==> src/rtl/uart_cfg_pkg.sv <==
// Shared definitions for the MEMS config UART link (receiver and transmitter).
//  - rx FSM state encoding
//  - default bit timing, inter-byte gap limit and link parity sense
//  - 16-bit config word payload (first byte on the wire in hi)
package uart_cfg_pkg;

  localparam int unsigned CLKS_PER_BIT_DEF = 5208;  // 50 MHz / 9600 baud
  localparam int unsigned GAP_BITS_DEF     = 20;
  localparam bit          LINK_PARITY_ODD  = 1'b0;  // even parity on the link
  localparam int unsigned BYTE_W           = 8;
  localparam int unsigned WORD_W           = 16;

  typedef enum logic [2:0] {
    ST_IDLE,
    ST_START,
    ST_DATA,
    ST_PARITY,
    ST_STOP,
    ST_GAP,
    ST_BREAK
  } rx_state_e;

  typedef struct packed {
    logic [BYTE_W-1:0] hi;
    logic [BYTE_W-1:0] lo;
  } cfg_word_t;

endpackage

==> src/rtl/uart_cfg_rx_if.sv <==
// Config-word output bus of the UART receiver.
//  master: the receiver, drives word and status pulses
//  slave : the config register file / observer
//  data       : last good config word
//  data_valid : 1-cycle pulse, data updated in the same cycle
//  parity_err, frame_err, gap_err : 1-cycle error pulses
//  busy       : receiver is inside a frame or holding a pending first byte
interface uart_cfg_rx_if;
  import uart_cfg_pkg::*;

  cfg_word_t data;
  logic      data_valid;
  logic      parity_err;
  logic      frame_err;
  logic      gap_err;
  logic      busy;

  modport master (output data, data_valid, parity_err, frame_err, gap_err, busy);
  modport slave  (input  data, data_valid, parity_err, frame_err, gap_err, busy);
endinterface

==> src/rtl/uart_rx_byte.sv <==
// Single 8E1 byte receiver: rx synchroniser, bit timing and START..STOP/BREAK.
//  sclk, rst_n  : clock, async active-low reset
//  rx           : raw serial line (idle high)
//  rx_byte      : last assembled byte (valid when byte_ok_c pulses)
//  byte_ok_c    : stop-bit centre high and parity good
//  par_bad_c    : stop-bit centre high but parity wrong
//  stop_bad_c   : stop-bit centre low (framing error)
//  active_nxt_c : next state is not IDLE
module uart_rx_byte
  import uart_cfg_pkg::*;
#(
  parameter int unsigned CLKS_PER_BIT = CLKS_PER_BIT_DEF,
  parameter bit          PARITY_ODD   = LINK_PARITY_ODD
) (
  input  logic              sclk,
  input  logic              rst_n,
  input  logic              rx,
  output logic [BYTE_W-1:0] rx_byte,
  output logic              byte_ok_c,
  output logic              par_bad_c,
  output logic              stop_bad_c,
  output logic              active_nxt_c
);

  localparam int unsigned      CNT_W = $clog2(CLKS_PER_BIT);
  localparam logic [CNT_W-1:0] MID   = CNT_W'(CLKS_PER_BIT / 2);
  localparam logic [CNT_W-1:0] LAST  = CNT_W'(CLKS_PER_BIT - 1);

  rx_state_e         state_q, state_d;
  logic [CNT_W-1:0]  cnt_q, cnt_d;
  logic [2:0]        bit_q, bit_d;
  logic [BYTE_W-1:0] sh_q, sh_d;
  logic              par_acc_q, par_acc_d;
  logic              par_bad_q, par_bad_d;
  logic              rx_meta, rx_s, rx_s_d;
  logic              fall, mid, last;

  // Two-flop synchroniser plus one delay stage for edge detection.
  always_ff @(posedge sclk or negedge rst_n) begin
    if (!rst_n) begin
      rx_meta <= 1'b1;
      rx_s    <= 1'b1;
      rx_s_d  <= 1'b1;
    end else begin
      rx_meta <= rx;
      rx_s    <= rx_meta;
      rx_s_d  <= rx_s;
    end
  end

  assign fall = rx_s_d & ~rx_s;
  assign mid  = (cnt_q == MID);
  assign last = (cnt_q == LAST);

  // State register.
  always_ff @(posedge sclk or negedge rst_n) begin
    if (!rst_n) begin
      state_q   <= ST_IDLE;
      cnt_q     <= '0;
      bit_q     <= '0;
      sh_q      <= '0;
      par_acc_q <= 1'b0;
      par_bad_q <= 1'b0;
    end else begin
      state_q   <= state_d;
      cnt_q     <= cnt_d;
      bit_q     <= bit_d;
      sh_q      <= sh_d;
      par_acc_q <= par_acc_d;
      par_bad_q <= par_bad_d;
    end
  end

  // Next state: samples at bit centre, bit-to-bit transitions at bit end,
  // except STOP which leaves at its centre so a back-to-back start is caught.
  always_comb begin
    state_d      = state_q;
    cnt_d        = last ? '0 : cnt_q + CNT_W'(1);
    bit_d        = bit_q;
    sh_d         = sh_q;
    par_acc_d    = par_acc_q;
    par_bad_d    = par_bad_q;
    byte_ok_c    = 1'b0;
    par_bad_c    = 1'b0;
    stop_bad_c   = 1'b0;
    unique case (state_q)
      ST_IDLE: begin
        cnt_d = '0;
        if (fall) state_d = ST_START;
      end
      ST_START: begin
        if (mid && rx_s) begin
          state_d = ST_IDLE;  // glitch, silently ignored
          cnt_d   = '0;
        end else if (last) begin
          state_d   = ST_DATA;
          cnt_d     = '0;
          bit_d     = '0;
          par_acc_d = 1'b0;
        end
      end
      ST_DATA: begin
        if (mid) begin
          sh_d      = {rx_s, sh_q[BYTE_W-1:1]};  // LSB first
          par_acc_d = par_acc_q ^ rx_s;
        end
        if (last) begin
          cnt_d = '0;
          bit_d = bit_q + 3'd1;
          if (bit_q == 3'd7) state_d = ST_PARITY;
        end
      end
      ST_PARITY: begin
        if (mid) par_bad_d = par_acc_q ^ rx_s ^ PARITY_ODD;
        if (last) begin
          state_d = ST_STOP;
          cnt_d   = '0;
        end
      end
      ST_STOP: begin
        if (mid) begin
          cnt_d = '0;
          if (!rx_s) begin
            stop_bad_c = 1'b1;  // framing error outranks parity
            state_d    = ST_BREAK;
          end else begin
            par_bad_c = par_bad_q;
            byte_ok_c = ~par_bad_q;
            state_d   = ST_IDLE;
          end
        end
      end
      ST_BREAK: begin
        // Line must be continuously high for one bit-time before re-arming.
        if (!rx_s) begin
          cnt_d = '0;
        end else if (last) begin
          state_d = ST_IDLE;
          cnt_d   = '0;
        end
      end
      default: begin
        state_d = ST_IDLE;
        cnt_d   = '0;
      end
    endcase
    active_nxt_c = (state_d != ST_IDLE);
  end

  assign rx_byte = sh_q;

endmodule

==> src/rtl/uart_cfg_rx.sv <==
// MEMS config UART receiver: two 8E1 bytes (first byte = MSB) -> one 16-bit word.
//  sclk, rst_n : clock, async active-low reset
//  rx          : serial line, idle high, asynchronous to sclk
//  cfg         : master side of uart_cfg_rx_if (word, valid/error pulses, busy)
module uart_cfg_rx
  import uart_cfg_pkg::*;
#(
  parameter int unsigned CLKS_PER_BIT = CLKS_PER_BIT_DEF,
  parameter bit          PARITY_ODD   = LINK_PARITY_ODD,
  parameter int unsigned GAP_BITS     = GAP_BITS_DEF
) (
  input  logic          sclk,
  input  logic          rst_n,
  input  logic          rx,
  uart_cfg_rx_if.master cfg
);

  localparam int unsigned      CNT_W    = $clog2(CLKS_PER_BIT);
  localparam int unsigned      GAP_W    = $clog2(GAP_BITS + 1);
  localparam logic [CNT_W-1:0] LAST     = CNT_W'(CLKS_PER_BIT - 1);
  localparam logic [GAP_W-1:0] GAP_LAST = GAP_W'(GAP_BITS - 1);

  logic [BYTE_W-1:0] rx_byte;
  logic              byte_ok_c, par_bad_c, stop_bad_c, active_nxt_c;

  logic              idx_q, idx_d;  // 1 = first byte held, waiting for second
  logic [CNT_W-1:0]  cnt_q, cnt_d;
  logic [GAP_W-1:0]  gbit_q, gbit_d;
  logic [BYTE_W-1:0] data_hi_q, data_hi_d;
  cfg_word_t         data_q, data_d;
  logic              dv_q, dv_d;
  logic              pe_q, pe_d;
  logic              fe_q, fe_d;
  logic              ge_q, ge_d;
  logic              busy_q, busy_d;

  uart_rx_byte #(
    .CLKS_PER_BIT (CLKS_PER_BIT),
    .PARITY_ODD   (PARITY_ODD)
  ) u_byte (
    .sclk         (sclk),
    .rst_n        (rst_n),
    .rx           (rx),
    .rx_byte      (rx_byte),
    .byte_ok_c    (byte_ok_c),
    .par_bad_c    (par_bad_c),
    .stop_bad_c   (stop_bad_c),
    .active_nxt_c (active_nxt_c)
  );

  // Word assembly state and registered outputs.
  always_ff @(posedge sclk or negedge rst_n) begin
    if (!rst_n) begin
      idx_q     <= 1'b0;
      cnt_q     <= '0;
      gbit_q    <= '0;
      data_hi_q <= '0;
      data_q    <= '0;
      dv_q      <= 1'b0;
      pe_q      <= 1'b0;
      fe_q      <= 1'b0;
      ge_q      <= 1'b0;
      busy_q    <= 1'b0;
    end else begin
      idx_q     <= idx_d;
      cnt_q     <= cnt_d;
      gbit_q    <= gbit_d;
      data_hi_q <= data_hi_d;
      data_q    <= data_d;
      dv_q      <= dv_d;
      pe_q      <= pe_d;
      fe_q      <= fe_d;
      ge_q      <= ge_d;
      busy_q    <= busy_d;
    end
  end

  // Byte events update the word; the gap timer only runs while a first byte
  // is pending and the byte receiver is idle, otherwise it stays cleared.
  always_comb begin
    idx_d     = idx_q;
    cnt_d     = '0;
    gbit_d    = '0;
    data_hi_d = data_hi_q;
    data_d    = data_q;
    dv_d      = 1'b0;
    pe_d      = 1'b0;
    fe_d      = 1'b0;
    ge_d      = 1'b0;
    if (stop_bad_c) begin
      fe_d  = 1'b1;
      idx_d = 1'b0;
    end else if (par_bad_c) begin
      pe_d  = 1'b1;
      idx_d = 1'b0;
    end else if (byte_ok_c) begin
      if (!idx_q) begin
        data_hi_d = rx_byte;
        idx_d     = 1'b1;
      end else begin
        data_d = '{hi: data_hi_q, lo: rx_byte};
        dv_d   = 1'b1;
        idx_d  = 1'b0;
      end
    end else if (idx_q && !active_nxt_c) begin
      cnt_d  = cnt_q + CNT_W'(1);
      gbit_d = gbit_q;
      if (cnt_q == LAST) begin
        cnt_d = '0;
        if (gbit_q == GAP_LAST) begin
          ge_d   = 1'b1;
          idx_d  = 1'b0;
          gbit_d = '0;
        end else begin
          gbit_d = gbit_q + GAP_W'(1);
        end
      end
    end
    busy_d = active_nxt_c | idx_d;
  end

  assign cfg.data       = data_q;
  assign cfg.data_valid = dv_q;
  assign cfg.parity_err = pe_q;
  assign cfg.frame_err  = fe_q;
  assign cfg.gap_err    = ge_q;
  assign cfg.busy       = busy_q;

endmodule

==> src/flat_wrapper.sv <==
// flat-port wrapper written by rule: the top's interface ports become plain ports
module uart_cfg_rx_flat import uart_cfg_pkg::*;
#(
  parameter int unsigned CLKS_PER_BIT = CLKS_PER_BIT_DEF,
  parameter bit          PARITY_ODD   = LINK_PARITY_ODD,
  parameter int unsigned GAP_BITS     = GAP_BITS_DEF
)
  (sclk, rst_n, rx, cfg_data, cfg_data_valid, cfg_parity_err, cfg_frame_err, cfg_gap_err, cfg_busy);
  uart_cfg_rx_if cfg_i ();
  input  logic sclk;
  input  logic rst_n;
  input  logic rx;
  output wire logic [$bits(cfg_i.data)-1:0] cfg_data;
  output wire logic [$bits(cfg_i.data_valid)-1:0] cfg_data_valid;
  output wire logic [$bits(cfg_i.parity_err)-1:0] cfg_parity_err;
  output wire logic [$bits(cfg_i.frame_err)-1:0] cfg_frame_err;
  output wire logic [$bits(cfg_i.gap_err)-1:0] cfg_gap_err;
  output wire logic [$bits(cfg_i.busy)-1:0] cfg_busy;
  assign cfg_data = cfg_i.data;
  assign cfg_data_valid = cfg_i.data_valid;
  assign cfg_parity_err = cfg_i.parity_err;
  assign cfg_frame_err = cfg_i.frame_err;
  assign cfg_gap_err = cfg_i.gap_err;
  assign cfg_busy = cfg_i.busy;
  uart_cfg_rx #(.CLKS_PER_BIT(CLKS_PER_BIT), .PARITY_ODD(PARITY_ODD), .GAP_BITS(GAP_BITS)) u_core (.sclk(sclk), .rst_n(rst_n), .rx(rx), .cfg(cfg_i));
endmodule
==> config.mk <==
export PLATFORM = sky130hd
export DESIGN_NAME = uart_cfg_rx_flat
export DESIGN_NICKNAME = d
export VERILOG_FILES = /design/src/rtl/uart_cfg_pkg.sv /design/src/rtl/uart_cfg_rx_if.sv /design/src/rtl/uart_rx_byte.sv /design/src/rtl/uart_cfg_rx.sv /design/src/flat_wrapper.sv
export SDC_FILE = /design/constraint.sdc
export NUM_CORES = 1
export LEC_CHECK = 0
export BUFFER_PORTS_ARGS = -buffer_cell sky130_fd_sc_hd__buf_2
export CORE_MARGIN = 2
export CORE_UTILIZATION = 35
export DETAILED_ROUTE_END_ITERATION = 7
export PLACE_DENSITY_LB_ADDON = 0.05
export RECOVER_POWER = 100
export SYNTH_ARGS = -nofsm -noshare
export SYNTH_HDL_FRONTEND = slang
export SYNTH_HIERARCHICAL = 1
export SYNTH_SLANG_ARGS = --single-unit
==> constraint.sdc <==
create_clock -name sclk -period 7.6 [get_ports sclk]
set_input_delay 0.76 -clock sclk [delete_from_list [all_inputs] [get_ports sclk]]
set_output_delay 0.76 -clock sclk [all_outputs]
set_load 0.05 [all_outputs]
==> flow_summary.yaml <==
run_status:
  status: "finished, violations left"
  violations: "capacitance limit, slew limit"
timing:
  finalHoldViolations: 0
  skew_ps: 12.9
  fin_tns_setup_ps: 0
  whs_ps: 366
  rsz0062_at_grt: "no"
  max_freq_mhz: 232
  worst_pin_slew_ps: 4260
  layout_min_cycle_time_ps: 4310
  report.final.slew_viol_count: 99
  maxSlewHeadroom_pct: -184
  fin_crit_sh_pct: 56.8
  setup_ws_ps: 3290
  setup_viol: 0
worst_hold_path:
  hp-start: "u_core/u_byte/rx_meta"
  hold_class: "reg2reg"
floorplan:
  fp-row-count: 38
  die-area_sq_um: 11800
  die_w_um: 108
  coreArea_sq_um: 10700
  die_h_um: 108
  io_pins: 24
  start_util_pct: 35.5
synth:
  synth_edf_count: 0
  ys.flop_type: "dfrtp_1"
  synth_common_cells: "dfrtp_1 (77), nor2_1 (38), mux2_2 (23), nand2_1 (16), xnor2_1 (16)"
  postSynthCellCount: 321
  async_reset_ff_share_pct: 100
  ys_ff_latch: 80
  yosysMostFrequentCell: "dfrtp_1"
  synth_top_area_share_pct: 50.5
  syn_area_per_cell_sq_um: 11.9
  ys_warn_count: 6
  synth-seq-area-share_pct: 52.5
  synth_cell_types: 53
  syn-cell-area_sq_um: 3820
  synthTopCellsByArea: "dfrtp_1 (50%), mux2_2 (6.8%), nor2_1 (3.7%)"
  yosysTopAreaCell: "dfrtp_1"
  syn_nets: 330
placement:
  port_buffers: 23
  pre_cts_ws_ps: 4470
  dpl_cell_area_sq_um: 4030
  dp_hpwl_mm: 4.85
  place_congestion: 0.763
drt:
  wl_mm: 7.25
  drt-initial-drc-count: 150
  drc: 0
  routed_via_density: 4.87
  dr.pass1.iters: 4
  route.vias.total: 2400
  routedWlPerCell_um: 14.7
  ant_nets: 0
global_routing:
  antenna_found_initial: 0
  track_usage_pct: 13.6
  grt_max_degree: 81
  grt_pass1_vias: 2399
  grt_pass1_wl_mm: 12.2
  grt-ovfl-total: 0
clocking:
  cts_sinks: 80
  clkTransAtPathRegs_ps: 90
  cts_tree: "done"
  htreeDepth: 3
  post_cts_buffers: 0
  cts_buffer_depth: 2
  ctsHoldBuffers: 0
  clock-root-buffer: "clkbuf_8"
  clk_latency_ps: 360
  cts_buffers: 9
  post_cts_resized: 0
layout:
  nNetsFinal: 357
  antenna_cells: 0
  areaGrowthSynthToFinish_pct: 8.78
  design_area_sq_um: 4150
  drive_gt1_share_pct: 17.6
worst_setup_path:
  crit_path_start_kind: "input port"
  crit_chain: "clkbuf_1"
  crit_slowest_cell: "clkbuf_1"
  crit_buf_inv: 1
  cp-startpoint: "rst_n"
  crit_arrival_ps: 3790
  critical_path.top_delay_family: "buffers and inverters"
  path_class: "in2async"
  crit_fanout: 80
  max_stage_delay_ps: 2920
  cp.required_ps: 7070
  worstReg2RegStart: "u_core/u_byte/cnt_q[8]"
  crit_path_end_kind: "asynchronous set/reset pin"
power_and_ir_drop:
  p_clk_share_pct: 38.9
  p_sw_share_pct: 26.0
  power_switching_uw: 223
  p_leak_nw: 1.84
  total_power_uw: 859
  seqPwrFrac_pct: 53.7
  p_per_area_nw_per_um2: 207
  ir_drop_v: 0.0000975
  p_int_uw: 636
  combinationalPowerShare_pct: 7.4
run:
  drv_cap: 2
-- cells in the final DEF (no fill, tap or decap), types with 4 or more instances in the layout --
cell type   n
dfrtp_1    77
nor2_1     38
clkbuf_1   23
mux2_2     23
nand2_1    16
xnor2_1    16
inv_1      12
clkbuf_8   11
nand3_1    11
nand4_1    11
nor3_1     10
xor2_1     10
mux2_1      9
nor2_2      7
ha_1        6
a21oi_1     6
nor2b_1     5
and4bb_1    5
and3_1      4
-- metal layers --
metal  wire length [um]  vias to the layer above  track usage (%)
li1                   -                     1184                -
met1               3550                     1181             18.2
met2               3400                       26             20.7
met3                181                        9             3.07
met4                130                        0             7.14
met5                  0                        -                0
-- stage by stage --
step,utilization [%],std cells
after detailed placement,37.5,477
after floorplan,-,321
final,38.6,493
after global routing,38.6,493
after CTS,39.5,493
after global placement,37.5,477
-- logic make-up (layout without fill, tap and decap cells) --
kind of cell | count (synthesis) | count (layout) | synth area share [%]
compound gates | 19 | 19 | 3.90
xor+xnor | 26 | 26 | 5.97
fa+ha+maj | 6 | 6 | 1.97
buf+inv | 20 | 52 | 3.57
flops | 80 | 80 | 52.5
mux | 34 | 34 | 9.96
simple gates | 136 | 136 | 22.1
-- final cells by class --
class / instances / area (sq um)
clock inverters: 5 / 62.6
multi-input cells: 221 / 1620
well taps: 140 / 175
flip-flops and latches: 80 / 2010
repair buffers: 24 / 91.3
inverters: 12 / 45.0
fillers: 1113 / 6590
clock buffers: 11 / 151
-- path summary, 6_finish.rpt --
kind | to | slack [ps] | depth (start not counted)
min in group asynchronous | u_core/cnt_q[5] | 1890 | 1
setup reg to reg | u_core/cfg.data[3] | 3410 | 7
setup / recovery | u_core/u_byte/cnt_q[12] | 3290 | 1
hold reg to reg | u_core/u_byte/rx_s | 370 | 0
max in group sclk | u_core/cfg.data[3] | 3410 | 7
hold / removal | u_core/u_byte/rx_s | 370 | 0
-- flip-flops by register name (all words and copies together) (netlist names) --
signal                   cells
u_core/cfg.busy              1
u_core/cfg.data             16
u_core/cfg.data_valid        1
u_core/cfg.frame_err         1
u_core/cfg.gap_err           1
u_core/cfg.parity_err        1
u_core/cnt_q                13
u_core/data_hi_q             8
u_core/gbit_q                5
u_core/idx_q                 1
u_core/u_byte/bit_q          3
u_core/u_byte/cnt_q         13
u_core/u_byte/par_acc_q      1
u_core/u_byte/par_bad_q      1
u_core/u_byte/rx_byte        8
u_core/u_byte/rx_meta        1
u_core/u_byte/rx_s           1
u_core/u_byte/rx_s_d         1
u_core/u_byte/state_q        3
-- power by group through the flow --
stage / Sequential [mW] / Clock (mW) / Combinational (mW)
2_1_floorplan: 0.466 / 0 / 0.0499
3_3_place_gp: 0.470 / 0 / 0.0685
3_5_place_dp: 0.470 / 0 / 0.0676
4_1_cts: 0.462 / 0.351 / 0.0682
5_1_grt: 0.465 / 0.370 / 0.0732
6_report: 0.461 / 0.334 / 0.0634
No activity file was read; power rests on OpenSTA's default activity.
